File: config.mk
export PLATFORM = sky130hd
export DESIGN_NAME = if_trace_tracker
export DESIGN_NICKNAME = d
export VERILOG_FILES = /design/src/rtl/if_trace_pkg.sv /design/src/rtl/if_trace_fifo.sv /design/src/rtl/if_trace_tracker.sv
export SDC_FILE = /design/constraint.sdc
export NUM_CORES = 1
export LEC_CHECK = 0
export CAP_MARGIN = 40
export CORE_UTILIZATION = 59
export DETAILED_ROUTE_END_ITERATION = 16
export HOLD_SLACK_MARGIN = 0.12
export PLACE_DENSITY = 0.89
export SLEW_MARGIN = 10
export SYNTH_ARGS = -nofsm -noshare
export SYNTH_HDL_FRONTEND = slang
export SYNTH_SLANG_ARGS = --single-unit
File: constraint.sdc
create_clock -name clk -period 11.8 [get_ports clk]
set_input_delay 2.36 -clock clk [delete_from_list [all_inputs] [get_ports clk]]
set_output_delay 2.36 -clock clk [all_outputs]
set_load 0.01 [all_outputs]
File: src/rtl/if_trace_pkg.sv
// Shared types for the instruction-fetch tracker: instruction kinds, RV32 major opcodes,
// the default-width trace record layout and the opcode classifier.
package if_trace_pkg;

  typedef enum logic [1:0] {
    KIND_LOAD  = 2'd0,
    KIND_STORE = 2'd1,
    KIND_CTRL  = 2'd2,
    KIND_OTHER = 2'd3
  } instr_kind_e;

  localparam logic [6:0] OPC_LOAD   = 7'b0000011;
  localparam logic [6:0] OPC_STORE  = 7'b0100011;
  localparam logic [6:0] OPC_BRANCH = 7'b1100011;
  localparam logic [6:0] OPC_JAL    = 7'b1101111;
  localparam logic [6:0] OPC_JALR   = 7'b1100111;

  localparam int REC_ADDR_W = 16;
  localparam int REC_DATA_W = 32;
  localparam int REC_TS_W   = 32;

  typedef struct packed {
    logic [REC_ADDR_W-1:0] addr;
    logic [REC_DATA_W-1:0] instr;
    logic [REC_TS_W-1:0]   ts;
    instr_kind_e           kind;
  } trace_rec_t;

  // Compressed encodings (low bits != 2'b11) never match a 32-bit major opcode.
  function automatic instr_kind_e classify(input logic [6:0] opcode);
    instr_kind_e kind;
    if (opcode[1:0] != 2'b11) begin
      kind = KIND_OTHER;
    end else begin
      case (opcode)
        OPC_LOAD:                     kind = KIND_LOAD;
        OPC_STORE:                    kind = KIND_STORE;
        OPC_BRANCH, OPC_JAL, OPC_JALR: kind = KIND_CTRL;
        default:                      kind = KIND_OTHER;
      endcase
    end
    return kind;
  endfunction

endpackage

File: src/rtl/if_trace_fifo.sv
// Synchronous first-word-fall-through FIFO. Read data is forced to zero while empty so the
// storage array itself never needs a reset.
module if_trace_fifo #(
  parameter int WIDTH = 8,
  parameter int DEPTH = 4
) (
  input  logic                           clk,
  input  logic                           rst_n,
  input  logic                           wr_en,
  input  logic [WIDTH-1:0]               wr_data,
  input  logic                           rd_en,
  output logic [WIDTH-1:0]               rd_data,
  output logic                           full,
  output logic                           empty,
  output logic [$clog2(DEPTH+1)-1:0]     count
);

  localparam int PTR_W = (DEPTH > 1) ? $clog2(DEPTH) : 1;
  localparam int CNT_W = $clog2(DEPTH + 1);

  logic [WIDTH-1:0] mem_q [DEPTH];
  logic [WIDTH-1:0] mem_d [DEPTH];
  logic [PTR_W-1:0] wr_ptr_q, wr_ptr_d;
  logic [PTR_W-1:0] rd_ptr_q, rd_ptr_d;
  logic [CNT_W-1:0] count_q, count_d;
  logic             do_wr, do_rd;

  assign empty = (count_q == '0);
  assign full  = (count_q == CNT_W'(DEPTH));
  assign count = count_q;

  // A pop in the same cycle frees the slot, so a write to a full FIFO is still accepted.
  assign do_rd = rd_en && !empty;
  assign do_wr = wr_en && (!full || do_rd);

  always_comb begin
    mem_d    = mem_q;
    wr_ptr_d = wr_ptr_q;
    rd_ptr_d = rd_ptr_q;
    count_d  = count_q;
    if (do_wr) begin
      mem_d[wr_ptr_q] = wr_data;
      wr_ptr_d        = wr_ptr_q + PTR_W'(1);
    end
    if (do_rd) begin
      rd_ptr_d = rd_ptr_q + PTR_W'(1);
    end
    case ({do_wr, do_rd})
      2'b10:   count_d = count_q + CNT_W'(1);
      2'b01:   count_d = count_q - CNT_W'(1);
      default: count_d = count_q;
    endcase
  end

  always_ff @(posedge clk) begin
    if (!rst_n) begin
      wr_ptr_q <= '0;
      rd_ptr_q <= '0;
      count_q  <= '0;
    end else begin
      wr_ptr_q <= wr_ptr_d;
      rd_ptr_q <= rd_ptr_d;
      count_q  <= count_d;
    end
  end

  always_ff @(posedge clk) begin
    mem_q <= mem_d;
  end

  assign rd_data = empty ? '0 : mem_q[rd_ptr_q];

endmodule

File: src/rtl/if_trace_tracker.sv
// Instruction-fetch tracker: pairs req/gnt fetch addresses with rvalid responses, classifies
// each instruction and queues filtered {addr, instr, ts, kind} records for the trace merge stage.
module if_trace_tracker
  import if_trace_pkg::*;
#(
  parameter int INSTR_ADDR_WIDTH = 16,
  parameter int INSTR_DATA_WIDTH = 32,
  parameter int MAX_OUTSTANDING  = 2,
  parameter int OUT_FIFO_DEPTH   = 4,
  parameter int TS_WIDTH         = 32
) (
  input  logic                                     clk,
  input  logic                                     rst_n,
  input  logic [TS_WIDTH-1:0]                      counter,
  input  logic                                     flush,
  input  logic [3:0]                               filter_mask,
  input  logic                                     instr_req,
  input  logic                                     instr_gnt,
  input  logic [INSTR_ADDR_WIDTH-1:0]              instr_addr,
  input  logic                                     instr_rvalid,
  input  logic [INSTR_DATA_WIDTH-1:0]              instr_rdata,
  output logic                                     trace_valid,
  input  logic                                     trace_ready,
  output logic [INSTR_ADDR_WIDTH-1:0]              trace_addr,
  output logic [INSTR_DATA_WIDTH-1:0]              trace_instr,
  output logic [TS_WIDTH-1:0]                      trace_ts,
  output logic [1:0]                               trace_kind,
  output logic [$clog2(MAX_OUTSTANDING+1)-1:0]     outstanding,
  output logic [15:0]                              drop_count,
  output logic                                     proto_err
);

  localparam int OCC_W    = $clog2(MAX_OUTSTANDING + 1);
  localparam int AQ_PTR_W = (MAX_OUTSTANDING > 1) ? $clog2(MAX_OUTSTANDING) : 1;
  localparam int FCNT_W   = $clog2(OUT_FIFO_DEPTH + 1);

  typedef struct packed {
    logic [INSTR_ADDR_WIDTH-1:0] addr;
    logic [INSTR_DATA_WIDTH-1:0] instr;
    logic [TS_WIDTH-1:0]         ts;
    instr_kind_e                 kind;
  } rec_t;

  localparam int REC_W = $bits(rec_t);

  function automatic logic [AQ_PTR_W-1:0] aq_ptr_inc(input logic [AQ_PTR_W-1:0] p);
    return (p == AQ_PTR_W'(MAX_OUTSTANDING - 1)) ? '0 : p + AQ_PTR_W'(1);
  endfunction

  function automatic logic [OCC_W-1:0] live_count(input logic [MAX_OUTSTANDING-1:0] live);
    logic [OCC_W-1:0] n;
    n = '0;
    for (int i = 0; i < MAX_OUTSTANDING; i++) begin
      if (live[i]) n = n + OCC_W'(1);
    end
    return n;
  endfunction

  function automatic logic [15:0] sat_inc16(input logic [15:0] v);
    return (v == 16'hFFFF) ? v : v + 16'd1;
  endfunction

  // Address queue: circular buffer with per-slot valid and kill bits.
  logic [INSTR_ADDR_WIDTH-1:0] aq_addr_q [MAX_OUTSTANDING];
  logic [INSTR_ADDR_WIDTH-1:0] aq_addr_d [MAX_OUTSTANDING];
  logic [MAX_OUTSTANDING-1:0]  aq_vld_q, aq_vld_d;
  logic [MAX_OUTSTANDING-1:0]  aq_kill_q, aq_kill_d;
  logic [AQ_PTR_W-1:0]         aq_rd_q, aq_rd_d;
  logic [AQ_PTR_W-1:0]         aq_wr_q, aq_wr_d;
  logic [OCC_W-1:0]            outstanding_q, outstanding_d;
  logic [15:0]                 drop_count_q, drop_count_d;
  logic                        proto_err_q, proto_err_d;

  logic        grant, aq_full, aq_empty, aq_pop, aq_push;
  logic        head_kill, drop;
  instr_kind_e rsp_kind;
  rec_t        rec_in, rec_out;
  logic [REC_W-1:0] rec_out_bits;
  logic        rec_push, rec_accept, rec_pop;
  logic        fifo_full, fifo_empty;
  logic [FCNT_W-1:0] fifo_count;

  assign grant    = instr_req && instr_gnt;
  assign aq_full  = &aq_vld_q;
  assign aq_empty = ~|aq_vld_q;
  assign aq_pop   = instr_rvalid && !aq_empty;
  assign aq_push  = grant && (!aq_full || aq_pop);

  // A flush in the response cycle kills the head that is popping right now.
  assign head_kill = aq_kill_q[aq_rd_q] || flush;
  assign rsp_kind  = classify(instr_rdata[6:0]);
  assign rec_push  = aq_pop && !head_kill && filter_mask[rsp_kind];
  assign rec_in    = {aq_addr_q[aq_rd_q], instr_rdata, counter, rsp_kind};

  assign rec_pop    = trace_valid && trace_ready;
  assign rec_accept = rec_push && ((fifo_count != FCNT_W'(OUT_FIFO_DEPTH)) || rec_pop);
  assign drop       = rec_push && fifo_full && !rec_pop;

  always_comb begin
    aq_addr_d = aq_addr_q;
    aq_vld_d  = aq_vld_q;
    aq_rd_d   = aq_rd_q;
    aq_wr_d   = aq_wr_q;
    aq_kill_d = flush ? (aq_kill_q | aq_vld_q) : aq_kill_q;
    // Pop before push so a full queue can retire the head and accept a grant in one cycle.
    if (aq_pop) begin
      aq_vld_d[aq_rd_q] = 1'b0;
      aq_rd_d           = aq_ptr_inc(aq_rd_q);
    end
    if (aq_push) begin
      aq_addr_d[aq_wr_q] = instr_addr;
      aq_vld_d[aq_wr_q]  = 1'b1;
      aq_kill_d[aq_wr_q] = 1'b0;
      aq_wr_d            = aq_ptr_inc(aq_wr_q);
    end
    outstanding_d = live_count(aq_vld_d & ~aq_kill_d);
    proto_err_d   = proto_err_q
                 || (instr_rvalid && aq_empty)
                 || (grant && aq_full && !aq_pop);
    drop_count_d  = drop ? sat_inc16(drop_count_q) : drop_count_q;
  end

  always_ff @(posedge clk) begin
    if (!rst_n) begin
      aq_vld_q      <= '0;
      aq_kill_q     <= '0;
      aq_rd_q       <= '0;
      aq_wr_q       <= '0;
      outstanding_q <= '0;
      drop_count_q  <= '0;
      proto_err_q   <= 1'b0;
    end else begin
      aq_vld_q      <= aq_vld_d;
      aq_kill_q     <= aq_kill_d;
      aq_rd_q       <= aq_rd_d;
      aq_wr_q       <= aq_wr_d;
      outstanding_q <= outstanding_d;
      drop_count_q  <= drop_count_d;
      proto_err_q   <= proto_err_d;
    end
  end

  always_ff @(posedge clk) begin
    aq_addr_q <= aq_addr_d;
  end

  if_trace_fifo #(
    .WIDTH (REC_W),
    .DEPTH (OUT_FIFO_DEPTH)
  ) u_out_fifo (
    .clk     (clk),
    .rst_n   (rst_n),
    .wr_en   (rec_accept),
    .wr_data (rec_in),
    .rd_en   (rec_pop),
    .rd_data (rec_out_bits),
    .full    (fifo_full),
    .empty   (fifo_empty),
    .count   (fifo_count)
  );

  assign rec_out     = rec_out_bits;
  assign trace_valid = !fifo_empty;
  assign trace_addr  = rec_out.addr;
  assign trace_instr = rec_out.instr;
  assign trace_ts    = rec_out.ts;
  assign trace_kind  = rec_out.kind;
  assign outstanding = outstanding_q;
  assign drop_count  = drop_count_q;
  assign proto_err   = proto_err_q;

endmodule
After elaboration in Yosys (flattened, before gate mapping)
Cells that the tools add are included.
{"block": "op_classes", "n_bitwise": 13, "order_cmp": 11, "reduce_logical": 37, "eq_ne": 11, "n_mux": 32, "n_addsub": 8}
{"operator": "328-bit bitwise mux", "n": 1}
{"operator": "82-bit two-way mux", "n": 4}
{"operator": "82-bit binary-select mux with 2-bit select", "n": 1}
{"operator": "82-bit demux with 2-bit select", "n": 1}
{"operator": "16-bit two-way mux", "n": 4}
{"operator": "32-bit bitwise mux", "n": 1}
{"operator": "7-bit == test (second input constant)", "n": 3}
{"operator": "1-bit logical AND", "n": 18}
{"operator": "16-bit by 1-bit adder with 16-bit output (second input constant)", "n": 1}
{"operator": "16-bit demux with 1-bit select", "n": 1}
{"operator": "16-bit == test (second input constant)", "n": 1}
{"operator": "2-bit two-way mux", "n": 6}
{"operator": "1-bit two-way mux", "n": 8}
{"operator": "7-bit by 2-bit == test with 1-bit output (second input constant)", "n": 1}
{"operator": "7-bit by 6-bit == test with 1-bit output (second input constant)", "n": 1}
{"operator": "1-bit logical NOT", "n": 7}
{"operator": "2-bit by 1-bit adder with 2-bit output (second input constant)", "n": 3}
{"operator": "2-bit bitwise AND", "n": 3}
{"operator": "3-bit >= comparator (second input constant)", "n": 2}
{"operator": "1-bit logical OR", "n": 6}
{"operator": "2-bit inverter", "n": 3}
{"operator": "2-bit inverter with 3-bit output", "n": 2}
{"operator": "2-bit one-hot mux with 3 select lines", "n": 1}
{"operator": "3-bit one-hot mux with 2 select lines", "n": 1}
{"operator": "24 further kinds", "n": 32}
{"block": "word_totals", "wordCells": 128, "ff_bits": 392}

Depth between registers and ports, before layout
Gate-level depths: netlist of the first run.
{"block": "logic_depth", "ltp_word": 13, "depth_mapped": 12, "mapped_depth_nobuf": 11}

Modules after synthesis
A second synthesis of the first run with hierarchy kept.
{"block": "hier_totals", "cells_unflattened": 775, "area_unflattened_um2": 15293.4}
{"mod": "if_trace_fifo", "cells_per_inst": 571, "n_inst": 1, "seq_area_each_um2": 9989.6, "area_each_um2": 12826.1}
{"mod": "if_trace_tracker", "cells_per_inst": 204, "n_inst": 1, "seq_area_each_um2": 1461.4, "area_each_um2": 2467.4}

Worst setup path before layout of the first run
Ideal clock, no wire load.
{"block": "synth_path", "path_kind": "input to register", "from": "input port instr_rdata[2]", "to": "register u_out_fifo.mem_q[0] (netlist name), enable pin", "t_arrival_ns": 5.266, "setup_slack_ns": 6.084, "stages": 6, "cell_sequence": "nand2b_1 > a41oi_2 > mux2_4 > and4_1 > clkbuf_1 > and2_1"}
{"block": "synth_via", "elab_chain_cells": 9, "elab_cells_between_ends": 13, "cone_classes": "eq/ne (5); mux (4); reduce/logical (4)"}
{"element": "from (decl)", "line_no": "if_trace_tracker.sv:21", "text": "input logic [INSTR_DATA_WIDTH-1:0] instr_rdata,"}
{"element": "7-bit == test", "line_no": "if_trace_pkg.sv:35", "text": "case (opcode)"}
{"element": "3-bit OR reduction", "line_no": "if_trace_pkg.sv:35"}
{"element": "2-bit one-hot mux with 3 select lines (*)", "line_no": "if_trace_pkg.sv:35"}
{"element": "2-bit two-way mux (*)", "line_no": "if_trace_pkg.sv:32", "text": "if (opcode[1:0] != 2'b11) begin"}
{"element": "1-bit binary-select mux with 2-bit select (*)", "line_no": "if_trace_tracker.sv:92", "text": "assign rec_push = aq_pop && !head_kill && filter_mask[rsp_kind];"}
{"element": "1-bit two-way mux (implied by the code) (*)", "line_no": "if_trace_tracker.sv:92"}
{"element": "1-bit logical AND (*)", "line_no": "if_trace_tracker.sv:92"}
{"element": "1-bit logical AND (*)", "line_no": "if_trace_tracker.sv:96", "text": "assign rec_accept = rec_push && ((fifo_count != FCNT_W'(OUT_FIFO_DEPTH)) || rec_pop);"}
{"element": "1-bit logical AND (*)", "line_no": "if_trace_fifo.sv:34", "text": "assign do_wr = wr_en && (!full || do_rd);"}
{"element": "to (signal assigned)", "line_no": "if_trace_fifo.sv:68", "text": "mem_q <= mem_d;"}
{"element": "to (decl)", "line_no": "if_trace_fifo.sv:21", "text": "logic [WIDTH-1:0] mem_q [DEPTH];"}
Every way passes the cells marked *; elsewhere a longest branch is shown, timed or not. The select of a mux whose other input is x is not followed.
A chain may end at the register's enable or synchronous reset.

Worst setup path after layout of the first run
{"block": "layout_path", "from": "register u_out_fifo.rd_ptr_q[0]", "to": "output port trace_ts[0]"}
{"block": "layout_via", "elab_chain_cells": 5}
{"element": "from (decl)", "line_no": "if_trace_fifo.sv:24", "text": "logic [PTR_W-1:0] rd_ptr_q, rd_ptr_d;"}
{"element": "from (signal assigned)", "line_no": "if_trace_fifo.sv:62", "text": "rd_ptr_q <= rd_ptr_d;"}
{"element": "2-bit inverter with 3-bit output (implied by the code)", "line_no": "if_trace_fifo.sv:71", "text": "assign rd_data = empty ? '0 : mem_q[rd_ptr_q];"}
{"element": "82-bit binary-select mux with 2-bit select", "line_no": "if_trace_fifo.sv:71"}
{"element": "82-bit two-way mux (implied by the code) (2 in a row)", "line_no": "if_trace_fifo.sv:71"}
{"element": "82-bit two-way mux", "line_no": "if_trace_fifo.sv:71"}
{"element": "to (decl)", "line_no": "if_trace_tracker.sv:26", "text": "output logic [TS_WIDTH-1:0] trace_ts,"}
No other way between the ends. The select of a mux whose other input is x is not followed.

==> results.py, run 1 <==
metrics = {
    "clocking": {
        "clock_latency_ns": 0.51,
        "htreeDepth": 2,
        "post-cts-setup-buffers": 0,
        "clock-root-buffer": "clkbuf_16",
        "cts_tree": "built",
        "cts_max_path_buffers": 3,
        "cts_buffers": 39,
        "cts-hold-fix-buffers": 0,
        "cts.sink_count": 392,
        "ctsResizeCount": 0,
        "path_clk_slew_ns": 0.06,
    },
    "timing": {
        "relSlewSlack": 0.428,
        "final_hold_viol_count": 0,
        "setup_ws_ns": 6.17,
        "finalSetupViolations": 0,
        "fmaxAchievable_ghz": 0.178,
        "slew_viol_final": 0,
        "worst_pin_slew_ns": 0.858,
        "fin_tns_setup_ns": 0,
        "period_needed_ns": 5.63,
        "fin_skew_ns": 0.0121,
        "finalCritPeriodShare": 0.477,
        "rsz0062_at_grt": "no",
    },
    "placement": {
        "place_ws_ns": 6.04,
        "dp_hpwl_mm": 17.6,
        "port-buffer-count": 192,
        "place.gp.congestion": 0.738,
    },
    "drt": {
        "drt-pass1-iter-count": 5,
        "antenna_left": 0,
        "vias": 7861,
        "wl_mm": 29.4,
        "drtIter0Drc": 545,
        "drc": 0,
        "vias_per_cell": 5.89,
        "wire_per_inst_um": 22.0,
    },
    "outcome": {
        "status": "finished, final reports clean",
    },
    "yosys": {
        "ys_async_sr_fraction": 0,
        "netlist.area_leader.share": 0.709,
        "synth_cells": 776,
        "syn_area_mm2": 0.0152,
        "yosysUniqueCellTypes": 50,
        "synth_area_per_cell_um2": 19.6,
        "synthFlopType": "edfxtp_1",
        "synth_edf_count": 360,
        "synth_area_leaders": "edfxtp_1 (71%), mux4_2 (12%), dfxtp_1 (4.2%)",
        "syn_nets": 874,
        "synth_top_area_cell": "edfxtp_1",
        "yosysWarnings": 0,
        "ys_seq_area_frac": 0.751,
        "synth_seq_cells": 392,
    },
    "global_routing": {
        "antenna_found_initial": 0,
        "grt_max_degree": 60,
        "gr-total-overflow": 0,
        "track_usage": 0.225,
        "grt_pass1_vias": 7882,
        "grt_pass1_wl_mm": 44.4,
    },
    "floorplanning": {
        "coreArea_mm2": 0.0253,
        "die_x_um": 163,
        "dieArea_mm2": 0.0265,
        "initial_core_util": 0.604,
        "num_rows": 58,
        "die_h_um": 163,
        "ios": 193,
    },
    "finish": {
        "final_common_cell": "edfxtp_1",
        "drive_above_1_share": 0.173,
        "fin_util": 0.741,
        "nets": 1081,
        "final_cell_mix": "edfxtp_1 (360), clkdlybuf4s50_1 (192), and2_1 (84)",
        "antenna_cells": 0,
        "area_delta_synth_final_pct": 22.8,
    },
    "setup_path": {
        "cpPeakStageDelay_ns": 0.74,
        "crit_path_start_kind": "register",
        "cp-end-kind": "output port",
        "worst_ep_required_time_ns": 9.44,
        "slowest_stage": "dfxtp_4",
        "path_cells": "buf_4 > buf_16 > mux4_2 > and2_1 > clkdlybuf4s50_1",
        "cp_num_buf_inv": 3,
        "cp_max_fo": 40,
        "path_class": "reg2out",
        "cp_data_arrival_time_ns": 3.27,
        "cp_top_family": "buffers and inverters",
    },
    "job": {
        "maxCapViolCount": 0,
    },
    "pwr": {
        "power_per_cell_area_mw_per_mm2": 151,
        "p_leak_uw": 0.00588,
        "ir_drop_uv": 95.0,
    },
    "hold_path": {
        "hp-class": "reg2reg",
    },
}
==> flip-flops by register name, indices dropped and copies added (netlist names), 2 cells and up <==
signal,count
aq_addr_q,32
aq_kill_q,2
aq_vld_q,2
drop_count,16
outstanding,2
u_out_fifo.count,3
u_out_fifo.mem_q,328
u_out_fifo.rd_ptr_q,2
u_out_fifo.wr_ptr_q,2
==> cells in the mapped netlist (2+ instances only) <==
cell type,count
nor2b_1,3
xor2_1,4
mux2_2,16
xnor2_1,4
edfxtp_1,360
a21oi_1,17
nand3b_1,3
dfxtp_1,32
nand2b_1,4
buf_1,5
or4_1,8
o21ai_0,5
and4_1,2
a21oi_2,2
or3_1,7
nor3_1,4
buf_2,6
and2_1,88
clkbuf_1,22
nor2_1,18
o21ai_1,4
nand2_1,13
inv_1,14
ha_1,6
buf_6,3
a21o_1,2
nand3_1,13
and4_4,2
and3_1,3
mux4_2,82
o31ai_1,5
==> metrics by stage <==
step / hold WS (ns) / cells / cell area, µm² / power (µW)
6_report: 0.493 / 1334 / 18700 / 2820
5_1_grt: 0.525 / 1334 / 18700 / 2900
4_1_cts: 0.495 / 1334 / 18700 / 2840
3_5_place_dp: 0.481 / 1272 / 17500 / 1690
3_3_place_gp: 0.463 / 1269 / 17500 / 1680
2_1_floorplan: 0.453 / 776 / 15200 / 1610
==> power by group <==
| group | total (µW) | switching (µW) | internal [µW] |
|---|---|---|---|
| Combinational | 130 | 58.7 | 71.8 |
| Sequential | 1530 | 5.59 | 1530 |
| Clock | 1160 | 469 | 690 |
| Total | 2820 | 533 | 2290 |
==> per-layer routing <==
layer	vias to the layer above	GRT usage	wire [µm]
met3	50	0.0372	1880
met5	-	0	0
met1	4000	0.310	12200
li1	3498	-	-
met4	0	0.0650	588
met2	313	0.376	14800
==> final timing paths <==
check | start | endpoint | slack, ns | cells after the start
worst max-delay path | u_out_fifo.rd_ptr_q[0]$_SDFFE_PN0P_ | trace_ts[0] | 6.17 | 5
worst max register to register | aq_rd_q$_SDFFE_PN0P_ | u_out_fifo.mem_q[33]$_DFFE_PP_ | 8.51 | 6
worst min register to register | proto_err$_SDFF_PN0_ | proto_err$_SDFF_PN0_ | 0.49 | 2
worst min-delay path | proto_err$_SDFF_PN0_ | proto_err$_SDFF_PN0_ | 0.49 | 2
==> kinds of logic after synthesis <==
kind of cell / Yosys count / synth area share
flops: 392 / 0.751
compound gates: 45 / 0.0208
xor+xnor: 8 / 0.00460
simple gates: 174 / 0.0682
buf+inv: 50 / 0.0143
mux: 100 / 0.135
fa+ha+maj: 7 / 0.00624
==> worst register-to-register path: cells and delay by family, from the launching register on <==
kind,cells,cell delay [ns]
buffers and inverters,2,0.87
AOI/OAI and AO/OA,1,0.42
DFF,1,0.41
and+or+nand+nor,3,1.16
==> cell type report <==
type / instances / area, µm²
clock buffer: 48 / 1010
tap: 330 / 413
timing repair buffer: 202 / 2030
inverter: 14 / 52.6
clock inverter: 14 / 169
fill: 1442 / 6530
multi-input combinational: 334 / 3590
sequential: 392 / 11500
Note: power is estimated with default switching activity, not from simulation.
==> inputs of run 2 (changes only) <==
CORE_UTILIZATION = 50   (was 59)
PLACE_DENSITY = 0.81   (was 0.89)
clock period = 4.68 ns   (was 11.8 ns; I/O delays follow)
==> results.py, run 2 (synthesized netlist as in run 1, its figures left out) <==
metrics = {
    "outcome": {
        "status": "finished, final reports clean",
    },
    "timing": {
        "fmaxAchievable_ghz": 0.262,
        "finalCritPeriodShare": 0.817,
        "relSlewSlack": 0.445,
        "finalSetupViolations": 0,
        "rsz0062_at_grt": "no",
        "fin_skew_ns": 0.0143,
        "worst_pin_slew_ns": 0.833,
        "fin_tns_setup_ns": 0,
        "final_hold_viol_count": 0,
        "slew_viol_final": 0,
        "period_needed_ns": 3.82,
    },
    "drt": {
        "antenna_left": 0,
        "drt-pass1-iter-count": 5,
        "wl_mm": 29.8,
        "drtIter0Drc": 636,
        "vias_per_cell": 5.55,
        "wire_per_inst_um": 21.2,
        "drc": 0,
        "vias": 7829,
    },
    "clocking": {
        "cts.sink_count": 392,
        "cts-hold-fix-buffers": 0,
        "path_clk_slew_ns": 0.06,
        "cts_max_path_buffers": 3,
        "clock_latency_ns": 0.52,
        "htreeDepth": 2,
        "post-cts-setup-buffers": 0,
        "cts_buffers": 39,
        "clock-root-buffer": "clkbuf_16",
        "ctsResizeCount": 0,
        "cts_tree": "built",
    },
    "global_routing": {
        "grt_max_degree": 49,
        "gr-total-overflow": 0,
        "grt_pass1_vias": 8131,
        "antenna_found_initial": 0,
        "grt_pass1_wl_mm": 46.2,
        "track_usage": 0.196,
    },
    "hold_path": {
        "hp-class": "reg2reg",
        "hold_depth": 2,
        "min_to": "proto_err$_SDFF_PN0_",
        "hp-start": "proto_err$_SDFF_PN0_",
    },
    "floorplanning": {
        "num_rows": 63,
        "coreArea_mm2": 0.0298,
        "die_h_um": 177,
        "initial_core_util": 0.512,
        "dieArea_mm2": 0.0312,
        "die_x_um": 177,
        "ios": 193,
    },
    "finish": {
        "top_register": "u_out_fifo.mem_q",
        "fin_util": 0.637,
        "fillCellCount": 2002,
        "antenna_cells": 0,
        "drive_above_1_share": 0.182,
        "nets": 1089,
        "largest_reg_flops": 328,
        "final_cell_mix": "edfxtp_1 (360), clkdlybuf4s50_1 (192), and2_1 (84)",
        "area_delta_synth_final_pct": 24.5,
        "final_common_cell": "edfxtp_1",
    },
    "pwr": {
        "ir_drop_uv": 244,
        "p_leak_uw": 0.00597,
        "power_per_cell_area_mw_per_mm2": 377,
    },
    "setup_path": {
        "path_class": "reg2out",
        "cp_data_arrival_time_ns": 2.89,
        "rr_startpoint": "aq_rd_q$_SDFFE_PN0P_",
        "path_cells": "buf_4 > mux4_2 > and2_1 > clkdlybuf4s50_1",
        "r2r_end": "u_out_fifo.mem_q[84]$_DFFE_PP_",
        "cpPeakStageDelay_ns": 0.71,
        "crit_path_start_kind": "register",
        "cp_max_fo": 27,
        "ff2ff_path_depth": 6,
        "reg2reg_slack_ns": 1.76,
        "worst_ep_required_time_ns": 3.74,
        "slowest_stage": "dfxtp_4",
        "cp-end-kind": "output port",
    },
    "placement": {
        "place.gp.congestion": 0.784,
        "port-buffer-count": 192,
        "dp_hpwl_mm": 18.2,
    },
    "job": {
        "maxCapViolCount": 0,
    },
}
run 2: report_power, final:
| part | switching [µW] | internal [µW] | total, µW |
|---|---|---|---|
| clock network | 1230 | 1740 | 2970 |
| logic | 150 | 182 | 332 |
| registers | 12.5 | 3840 | 3860 |
run 2: area by class of cell:
type                       count  area (µm²)  share of cell area
clock buffer                  49        1030              0.0545
multi-input combinational    334        3590               0.189
inverter                      14        52.6             0.00277
sequential                   392       11500               0.604
tap                          390         488              0.0257
timing repair buffer         210        2160               0.114
clock inverter                21         186             0.00983
run 2: per-stage QoR:
step	worst slack (ns)	power [µW]	hold slack (ns)	instances	cell area, µm²
final	0.858	7160	0.495	1410	19000
after global routing	0.646	7370	0.531	1410	19000
after CTS	0.783	7220	0.497	1410	19000
after detailed placement	0.410	4270	0.477	1340	17700
after global placement	0.526	4250	0.464	1339	17700
after floorplan	0.388	4070	0.453	776	15200
run 2: how the worst max path moves through the flow:
stage / startpoint / end / slack [ns] / cells after the start
after global placement: instr_rdata[2] / u_out_fifo.count[2]$_SDFFE_PN0P_ / 0.53 / 12
after CTS: u_out_fifo.rd_ptr_q[0]$_SDFFE_PN0P_ / trace_instr[13] / 0.78 / 4
after global routing: u_out_fifo.count[0]$_SDFFE_PN0P_ / trace_ts[4] / 0.65 / 4
after floorplan: instr_rdata[2] / u_out_fifo.mem_q[0]$_DFFE_PP_ / 0.39 / 6
final: u_out_fifo.rd_ptr_q[0]$_SDFFE_PN0P_ / trace_instr[13] / 0.86 / 4
after detailed placement: instr_rdata[3] / u_out_fifo.count[2]$_SDFFE_PN0P_ / 0.41 / 12
run 2: worst max-delay path: cells and delay by family (launching register included):
family | cells | cell delay [ns]
simple gates | 1 | 0.19
buf+inv | 2 | 0.87
mux | 1 | 0.57
flops | 1 | 0.71
run 2: metal layers:
layer / track usage / share of wire
met1: 0.267 / 0.43
met2: 0.328 / 0.50
met3: 0.0379 / 0.059
met4: 0.0474 / 0.017
met5: 0 / 0
